### src/rtl/contador_sinc_param_pkg.sv
// Shared MODO encoding for the multi-stage synchronous counter and its stages.
// Kept in one package so every stage and the top decode modes identically.
package contador_sinc_param_pkg;

    typedef enum logic [1:0] {
        MODO_ARRIBA = 2'b00,
        MODO_ABAJO  = 2'b01,
        MODO_PASO   = 2'b10,
        MODO_CARGA  = 2'b11
    } modo_e;

    function automatic logic es_carga(input logic [1:0] modo);
        return modo == MODO_CARGA;
    endfunction

endpackage

### src/rtl/contador_sinc_param_etapa.sv
// One ETAPA_W-bit slice of the counter: adds/subtracts its carry/borrow-in and
// exposes a combinational carry/borrow-out so the whole chain settles in one cycle.
module contador_etapa
    import contador_sinc_param_pkg::*;
#(
    parameter int ETAPA_W    = 4,
    parameter int PASO_ETAPA = 1
) (
    input  logic               CLK,
    input  logic               RESET_N,
    input  logic               ENB,
    input  logic [1:0]         MODO,
    input  logic [ETAPA_W-1:0] D,
    input  logic               ci,
    output logic [ETAPA_W-1:0] Q,
    output logic               co,
    output logic               RCO_ETAPA
);

    localparam logic [ETAPA_W-1:0] PASO_L = ETAPA_W'(PASO_ETAPA);
    localparam logic [ETAPA_W-1:0] UNO    = ETAPA_W'(1);

    modo_e              w_modo;
    logic [ETAPA_W-1:0] w_resta;
    logic [ETAPA_W-1:0] w_q_sig;
    logic               w_co;

    logic [ETAPA_W-1:0] r_q;
    logic               r_rco;

    assign w_modo = modo_e'(MODO);

    // Only MODO_PASO uses the stage step; plain down-count always borrows by one.
    assign w_resta = (w_modo == MODO_PASO) ? PASO_L : UNO;

    always_comb begin
        w_q_sig = r_q;
        w_co    = 1'b0;
        case (w_modo)
            MODO_ARRIBA: begin
                w_co = ci && (r_q == '1);
                if (ci) begin
                    w_q_sig = r_q + UNO;
                end
            end
            MODO_ABAJO, MODO_PASO: begin
                w_co = ci && (r_q < w_resta);
                if (ci) begin
                    w_q_sig = r_q - w_resta;
                end
            end
            default: begin
                w_q_sig = D;
            end
        endcase
    end

    always_ff @(posedge CLK) begin
        if (!RESET_N) begin
            r_q   <= '0;
            r_rco <= 1'b0;
        end else if (ENB) begin
            r_q   <= w_q_sig;
            r_rco <= w_co;
        end else begin
            r_rco <= 1'b0;
        end
    end

    assign Q         = r_q;
    assign co        = w_co;
    assign RCO_ETAPA = r_rco;

endmodule

### src/rtl/contador_sinc_param.sv
// Fully synchronous multi-mode up/down counter built from NUM_ETAPAS cascaded stages.
// ENB qualifies every edge: with ENB=0 the value holds and the wrap flags drop to 0.
module contador_sinc_param
    import contador_sinc_param_pkg::*;
#(
    parameter int ETAPA_W    = 4,
    parameter int NUM_ETAPAS = 4,
    parameter int PASO       = 3,
    localparam int W         = ETAPA_W * NUM_ETAPAS
) (
    input  logic                  CLK,
    input  logic                  RESET_N,
    input  logic                  ENB,
    input  logic [1:0]            MODO,
    input  logic [W-1:0]          D,
    output logic [W-1:0]          Q,
    output logic                  RCO,
    output logic [NUM_ETAPAS-1:0] RCO_ETAPA
);

    logic [NUM_ETAPAS:0]   w_carry;
    logic [W-1:0]          w_q;
    logic [NUM_ETAPAS-1:0] w_rco_etapa;
    logic                  r_rco;

    // Stage 0 always sees a carry/borrow-in; higher stages chain off the one below.
    assign w_carry[0] = 1'b1;

    for (genvar g = 0; g < NUM_ETAPAS; g++) begin : g_etapa
        contador_etapa #(
            .ETAPA_W    (ETAPA_W),
            .PASO_ETAPA ((g == 0) ? PASO : 1)
        ) u_etapa (
            .CLK       (CLK),
            .RESET_N   (RESET_N),
            .ENB       (ENB),
            .MODO      (MODO),
            .D         (D[g*ETAPA_W +: ETAPA_W]),
            .ci        (w_carry[g]),
            .Q         (w_q[g*ETAPA_W +: ETAPA_W]),
            .co        (w_carry[g+1]),
            .RCO_ETAPA (w_rco_etapa[g])
        );
    end

    always_ff @(posedge CLK) begin
        if (!RESET_N) begin
            r_rco <= 1'b0;
        end else begin
            r_rco <= ENB && !es_carga(MODO) && w_carry[NUM_ETAPAS];
        end
    end

    assign Q         = w_q;
    assign RCO       = r_rco;
    assign RCO_ETAPA = w_rco_etapa;

endmodule
### config.mk
export PLATFORM = sky130hd
export DESIGN_NAME = contador_sinc_param
export DESIGN_NICKNAME = d
export VERILOG_FILES = /design/src/rtl/contador_sinc_param_pkg.sv /design/src/rtl/contador_sinc_param_etapa.sv /design/src/rtl/contador_sinc_param.sv
export SDC_FILE = /design/constraint.sdc
export NUM_CORES = 1
export LEC_CHECK = 0
export ABC_AREA = 1
export CAP_MARGIN = 20
export CELL_PAD_IN_SITES_DETAIL_PLACEMENT = 2
export CELL_PAD_IN_SITES_GLOBAL_PLACEMENT = 2
export CORE_MARGIN = 2
export CORE_UTILIZATION = 27
export CTS_CLUSTER_SIZE = 12
export DETAILED_ROUTE_END_ITERATION = 10
export HOLD_SLACK_MARGIN = 0.12
export PLACE_DENSITY_LB_ADDON = 0.1
export SLEW_MARGIN = 15
export SYNTH_ARGS = -nofsm -noshare
export SYNTH_HDL_FRONTEND = slang
export SYNTH_HIERARCHICAL = 1
export SYNTH_SLANG_ARGS = --single-unit
### constraint.sdc
create_clock -name CLK -period 3.4 [get_ports CLK]
set_clock_uncertainty 0.1 [all_clocks]
set_input_delay 0.68 -clock CLK [delete_from_list [all_inputs] [get_ports CLK]]
set_output_delay 0.68 -clock CLK [all_outputs]
set_load 0.05 [all_outputs]
Word-level counts from Yosys, hierarchy flattened
Index checks and enable logic that the tools add are counted.
- register bits: 21
- input port bits: 21
- output and inout bits: 21
- logic and storage cells: 64
- add/subtract/negate cells: 8
- magnitude comparators: 4
- equality and inequality tests: 13
- mux-type cells: 15
- reductions and logical operators: 15
- operators by type and width (cell ; number):
    4-bit one-hot mux with 2 select lines ; 4
    4-bit 2-to-1 mux ; 6
    4-bit by 1-bit adder with 4-bit output, second input constant ; 4
    4-bit == test, second input constant ; 4
    4-bit by 1-bit < comparator with 1-bit output, second input constant ; 3
    2-bit by 1-bit inequality test with 1-bit output, second input constant ; 6
    4-bit by 1-bit subtractor with 4-bit output, second input constant ; 3
    3-bit AND reduction ; 3
    1-bit logical AND ; 8
    1-bit one-hot mux with 2 select lines ; 4
    2-bit == test, second input constant ; 2
    4-bit < comparator ; 1
    4-bit subtractor ; 1
    2-bit by 1-bit == test with 1-bit output, second input constant ; 1
    2-bit zero test ; 1
    2-bit 2-to-1 mux ; 1
    2-bit AND reduction ; 1
    2-bit OR reduction ; 1
    1-bit zero test ; 1

Longest topological paths before layout
- depth in word-level cells: 11
- gate-level depth with buffers: 23
- gate-level depth less buffers: 23

Hierarchy
Netlist, hierarchy kept.
- by module, submodules not included (module ; instances ; cells an instance ; area each (µm²) ; seq. area each (µm²)):
    contador_etapa (g_etapa[1].u_etapa ...) ; 3 ; 69 ; 449.2 ; 100.1
    contador_etapa (g_etapa[0].u_etapa) ; 1 ; 72 ; 489.2 ; 100.1
    contador_sinc_param ; 1 ; 6 ; 40.0 ; 20.0

Worst setup path before layout
OpenSTA, ideal clock, no wires.
- path type: input to register
- from: in MODO[0]
- to: reg g_etapa[3].u_etapa.r_q[3]
- arrival: 2.716 ns
- required time: 3.230 ns
- setup slack: 0.514 ns
- stages on the path: 23
- cell sequence: inv_1 > ha_1 > inv_1 > fa_1 > nor2_1 > nand2_1 > nand2_1 > nand3_1 > inv_1 > inv_1 > nor2_1 > nand3_1 > inv_1 > inv_1 > nor2_1 > nand3_1 > inv_1 > inv_1 > a21oi_4 > inv_2 > nor2_1 > nand2_1 > a21oi_1
- word-level cells in the longest chain between the ends: 10
- elaborated cells between the ends (all ways): 17
- ends and longest elaborated chain (element ; line ; text):
    start: declaration ; contador_sinc_param.sv:14 ; input logic [1:0] MODO,
    2-bit == test ; contador_sinc_param_etapa.sv:34, contador_sinc_param_etapa.sv:39 ;
    2-bit 2-to-1 mux ; contador_sinc_param_etapa.sv:34 ; assign w_resta = (w_modo == MODO_PASO) ? PASO_L : UNO;
    4-bit < comparator ; contador_sinc_param_etapa.sv:47 ; w_co = ci && (r_q < w_resta);
    1-bit one-hot mux with 2 select lines * ; contador_sinc_param_etapa.sv:39 ; case (w_modo)
    via w_carry[1] ; contador_sinc_param.sv:21 ; logic [NUM_ETAPAS:0] w_carry;
    1-bit logical AND (on tied branches) ; contador_sinc_param_etapa.sv:47, contador_sinc_param_etapa.sv:41 ;
    1-bit one-hot mux with 2 select lines * ; contador_sinc_param_etapa.sv:39 ;
    via w_carry[2] ; contador_sinc_param.sv:21 ;
    1-bit logical AND (on tied branches) ; contador_sinc_param_etapa.sv:47, contador_sinc_param_etapa.sv:41 ;
    1-bit one-hot mux with 2 select lines * ; contador_sinc_param_etapa.sv:39 ;
    via w_carry[3] ; contador_sinc_param.sv:21 ;
    2-bit by 1-bit inequality test with 1-bit output (no source line) ; n/a ;
    3-bit AND reduction (no source line) * ; n/a ;
    end signal: assignment ; contador_sinc_param_etapa.sv:63 ; r_q <= w_q_sig;
    end: declaration ; contador_sinc_param_etapa.sv:28 ; logic [ETAPA_W-1:0] r_q;
Mark *: on every way through the listed nets, which the timed path passes. The rest lies on a longest branch.
A chain may end at the register's enable or synchronous reset.

Worst setup path after layout
Ends and elaborated chain as after synthesis.

==> results.sh <==
export IMPL_slew_headroom=0.650
export IMPL_grt_pass1_wl_um=10300
export IMPL_path_max_fanout=5
export IMPL_end_kind="flip-flop"
export IMPL_cts_tree="yes"
export IMPL_worstSkewPairLatency_ps=270
export IMPL_cp_arrival_ps=3190
export IMPL_critical_path_class="primary input to flip-flop"
export IMPL_cts_made_buffers=3
export IMPL_overflow=0
export IMPL_netlist_area_leader_share=0.224
export IMPL_cellPowerDensity_nw_per_um2=335
export IMPL_cp_top_family="simple AND/OR/NAND/NOR gates"
export IMPL_io_pins=42
export IMPL_setup_violations=0
export IMPL_clock_root_buffer="clkbuf_8"
export IMPL_peakVddDrop_v=0.000124
export IMPL_min_period_ps=3090
export IMPL_syn_num_nets=328
export IMPL_crit_top_cell="inv_1"
export IMPL_n_antenna_cell=0
export IMPL_regArea_um2=420
export IMPL_die_y_um=87.4
export IMPL_cap_violations=0
export IMPL_final_net_count=383
export IMPL_rrSetupSlack_ps=640
export IMPL_status="complete, no violations"
export IMPL_rsz0062_at_grt="false"
export IMPL_cp_slowest_stage_delay_ps=390
export IMPL_avgRoutedWirePerCell_um=14.5
export IMPL_post_synth_cell_area_avg_um2=6.59
export IMPL_total_power_mw=0.845
export IMPL_grt_usage=0.172
export IMPL_cts_sinks=21
export IMPL_gp_congestion=0.772
export IMPL_rows=30
export IMPL_portBuffers=41
export IMPL_ys_warnings_count=6
export IMPL_coreArea_um2=6760
export IMPL_synth_cells=285
export IMPL_seq_area_frac_synth=0.224
export IMPL_multi_input_area_um2=1250
export IMPL_vias=2022
export IMPL_cp_cell_sequence="dlymetal6s2s_1 > inv_2 > ha_2 > inv_2 > fa_2 > nor2_4 > nand2_1 > nand2_1 > nand3_2 > inv_1 > inv_1 > nor2_1 > nand3_1 > inv_1 > inv_1 > nor2_2 > nand3_2 > inv_1 > inv_1 > a21oi_4 > inv_2 > nor2_2 > nand2_1 > a21oi_2"
export IMPL_first_global_vias=2149
export IMPL_wl_um=6090
export IMPL_finalMaxSlewViolations=0
export IMPL_initial_utilization=0.278
export IMPL_dieArea_um2=7630
export IMPL_drtAntennaViolNets=0
export IMPL_worst_slew_pin_transition_ps=523
export IMPL_fillers=838
export IMPL_min_period_over_period=0.908
export IMPL_preCtsSetupSlack_ps=-287
export IMPL_syn_area_um2=1880
export IMPL_drtIter0Drc=21
export IMPL_final_layout_size_suffix_gt1_frac=0.153
export IMPL_hold_slack_ps=436
export IMPL_dr_pass1_iters=4
export IMPL_die_w_um=87.4
export IMPL_cts_max_level=1
export IMPL_cp_slowest_cell="fa_2"
export IMPL_dp_cells=411
export IMPL_fin_ws_ps=314
export IMPL_clk_path_buf_depth=2
export IMPL_finalNonFillerCells=419
export IMPL_hold_viol=0
export IMPL_worst_path_buf_inv=10
export IMPL_ys_seq_elements=21
export IMPL_post_synth_num_cell_types=22
export IMPL_hp_class="flip-flop to flip-flop"
export IMPL_via_per_inst=4.83
export IMPL_required_ps=3510
export IMPL_grt_max_degree=14
export IMPL_worstSetupStartpointType="primary input"
export IMPL_synthTopCellsByArea="dfxtp_1 (22%), ha_1 (14%), nand2_1 (11%)"
export IMPL_cts_clk_slew_worst_paths_ps=100
export IMPL_fmax_ghz=0.324
export IMPL_drc=0
export IMPL_tns_ps=0
export IMPL_hpwl_um=4700
export IMPL_yosys_area_top_type="dfxtp_1"
export IMPL_p_leak_nw=1.20
export IMPL_syn2layout_area_growth_pct=34.5
export IMPL_grt_antenna_before_repair=0
-- cell type report --
cell class / instances / share of cell area
Clock buffer: 4 / 0.0178
Inverter: 53 / 0.0788
Multi-Input combinational cell: 207 / 0.494
Sequential cell: 21 / 0.167
Tap cell: 80 / 0.0397
Timing Repair Buffer: 54 / 0.203
-- logic make-up after synthesis --
logic type / count (synthesis) / synth area share
simple gates: 138 / 0.337
buf+inv: 57 / 0.130
compound gates: 46 / 0.156
other cells: 1 / 0.00200
fa+ha+maj: 22 / 0.151
flops: 21 / 0.224
-- stage by stage --
stage          instance area, um2   util
2_1_floorplan                1880      -
3_3_place_gp                 2410  0.357
3_5_place_dp                 2410  0.357
4_1_cts                      2480  0.367
5_1_grt                      2520  0.374
6_report                     2520  0.374
-- registers in the layout, summed over array words and instances (netlist names) --
signal	flops
g_etapa.u_etapa/RCO_ETAPA	4
RCO	1
g_etapa.u_etapa/Q	16
-- layout by cell type (no fill, tap or decap), drive strengths merged --
master / n
nand2: 59
inv: 53
clkdlybuf4s50: 39
nand3: 38
nor2: 30
a21oi: 24
dfxtp: 21
ha: 21
o21ai: 14
buf: 13
nand4: 4
nor3: 4
a31oi: 4
clkbuf: 4
o211ai: 3
or2: 3
dlymetal6s2s: 2
conb: 1
a22o: 1
fa: 1
-- report_power, final --
group / internal (mW) / leakage (nW) / switching [mW]
sequential: 0.263 / 0.172 / 0.0364
clock: 0.0839 / 0.0228 / 0.0981
combinational: 0.149 / 1.00 / 0.215
-- timing repair --
| item | CTS | global route |
|---|---|---|
| setup buffers | 3 | 1 |
| pin swaps | 2 | 5 |
| hold buffers | 0 | 0 |
| endpoints found under the setup margin | 2 | 10 |
| gates resized for setup | 1 | 13 |
-- per-layer routing --
metal / global-route usage / share of wire / vias to the layer above
met3: 0.0180 / 0.021 / 4
met1: 0.221 / 0.46 / 973
met2: 0.304 / 0.51 / 24
met5: 0 / 0 / -
met4: 0.0406 / 0.0082 / 0
li1: - / - / 1021
-- cells in the mapped netlist (all sizes together) --
library cell / n
nor3: 4
a21oi: 24
or2: 3
nand3: 38
o21ai: 14
o211ai: 3
fa: 1
ha: 21
a22o: 1
nor2: 30
nand2: 59
nand4: 4
dfxtp: 21
inv: 53
conb: 1
a31oi: 4
buf: 4
-- worst min-delay path: stages, from the launching register on --
cell and delay, ps:
dfxtp_1 360, nand2_1 80, a21oi_1 50
-- worst paths after layout --
path	start	endpoint	cells after the start
max reg2reg	g_etapa[0].u_etapa/Q[0]$_SDFFE_PN0P_	g_etapa[3].u_etapa/Q[3]$_SDFFE_PN0P_	20
min	g_etapa[0].u_etapa/Q[3]$_SDFFE_PN0P_	g_etapa[0].u_etapa/Q[3]$_SDFFE_PN0P_	2
min reg2reg	g_etapa[0].u_etapa/Q[3]$_SDFFE_PN0P_	g_etapa[0].u_etapa/Q[3]$_SDFFE_PN0P_	2
max	MODO[0]	g_etapa[3].u_etapa/Q[3]$_SDFFE_PN0P_	24
(Power assumes the default switching activity.)
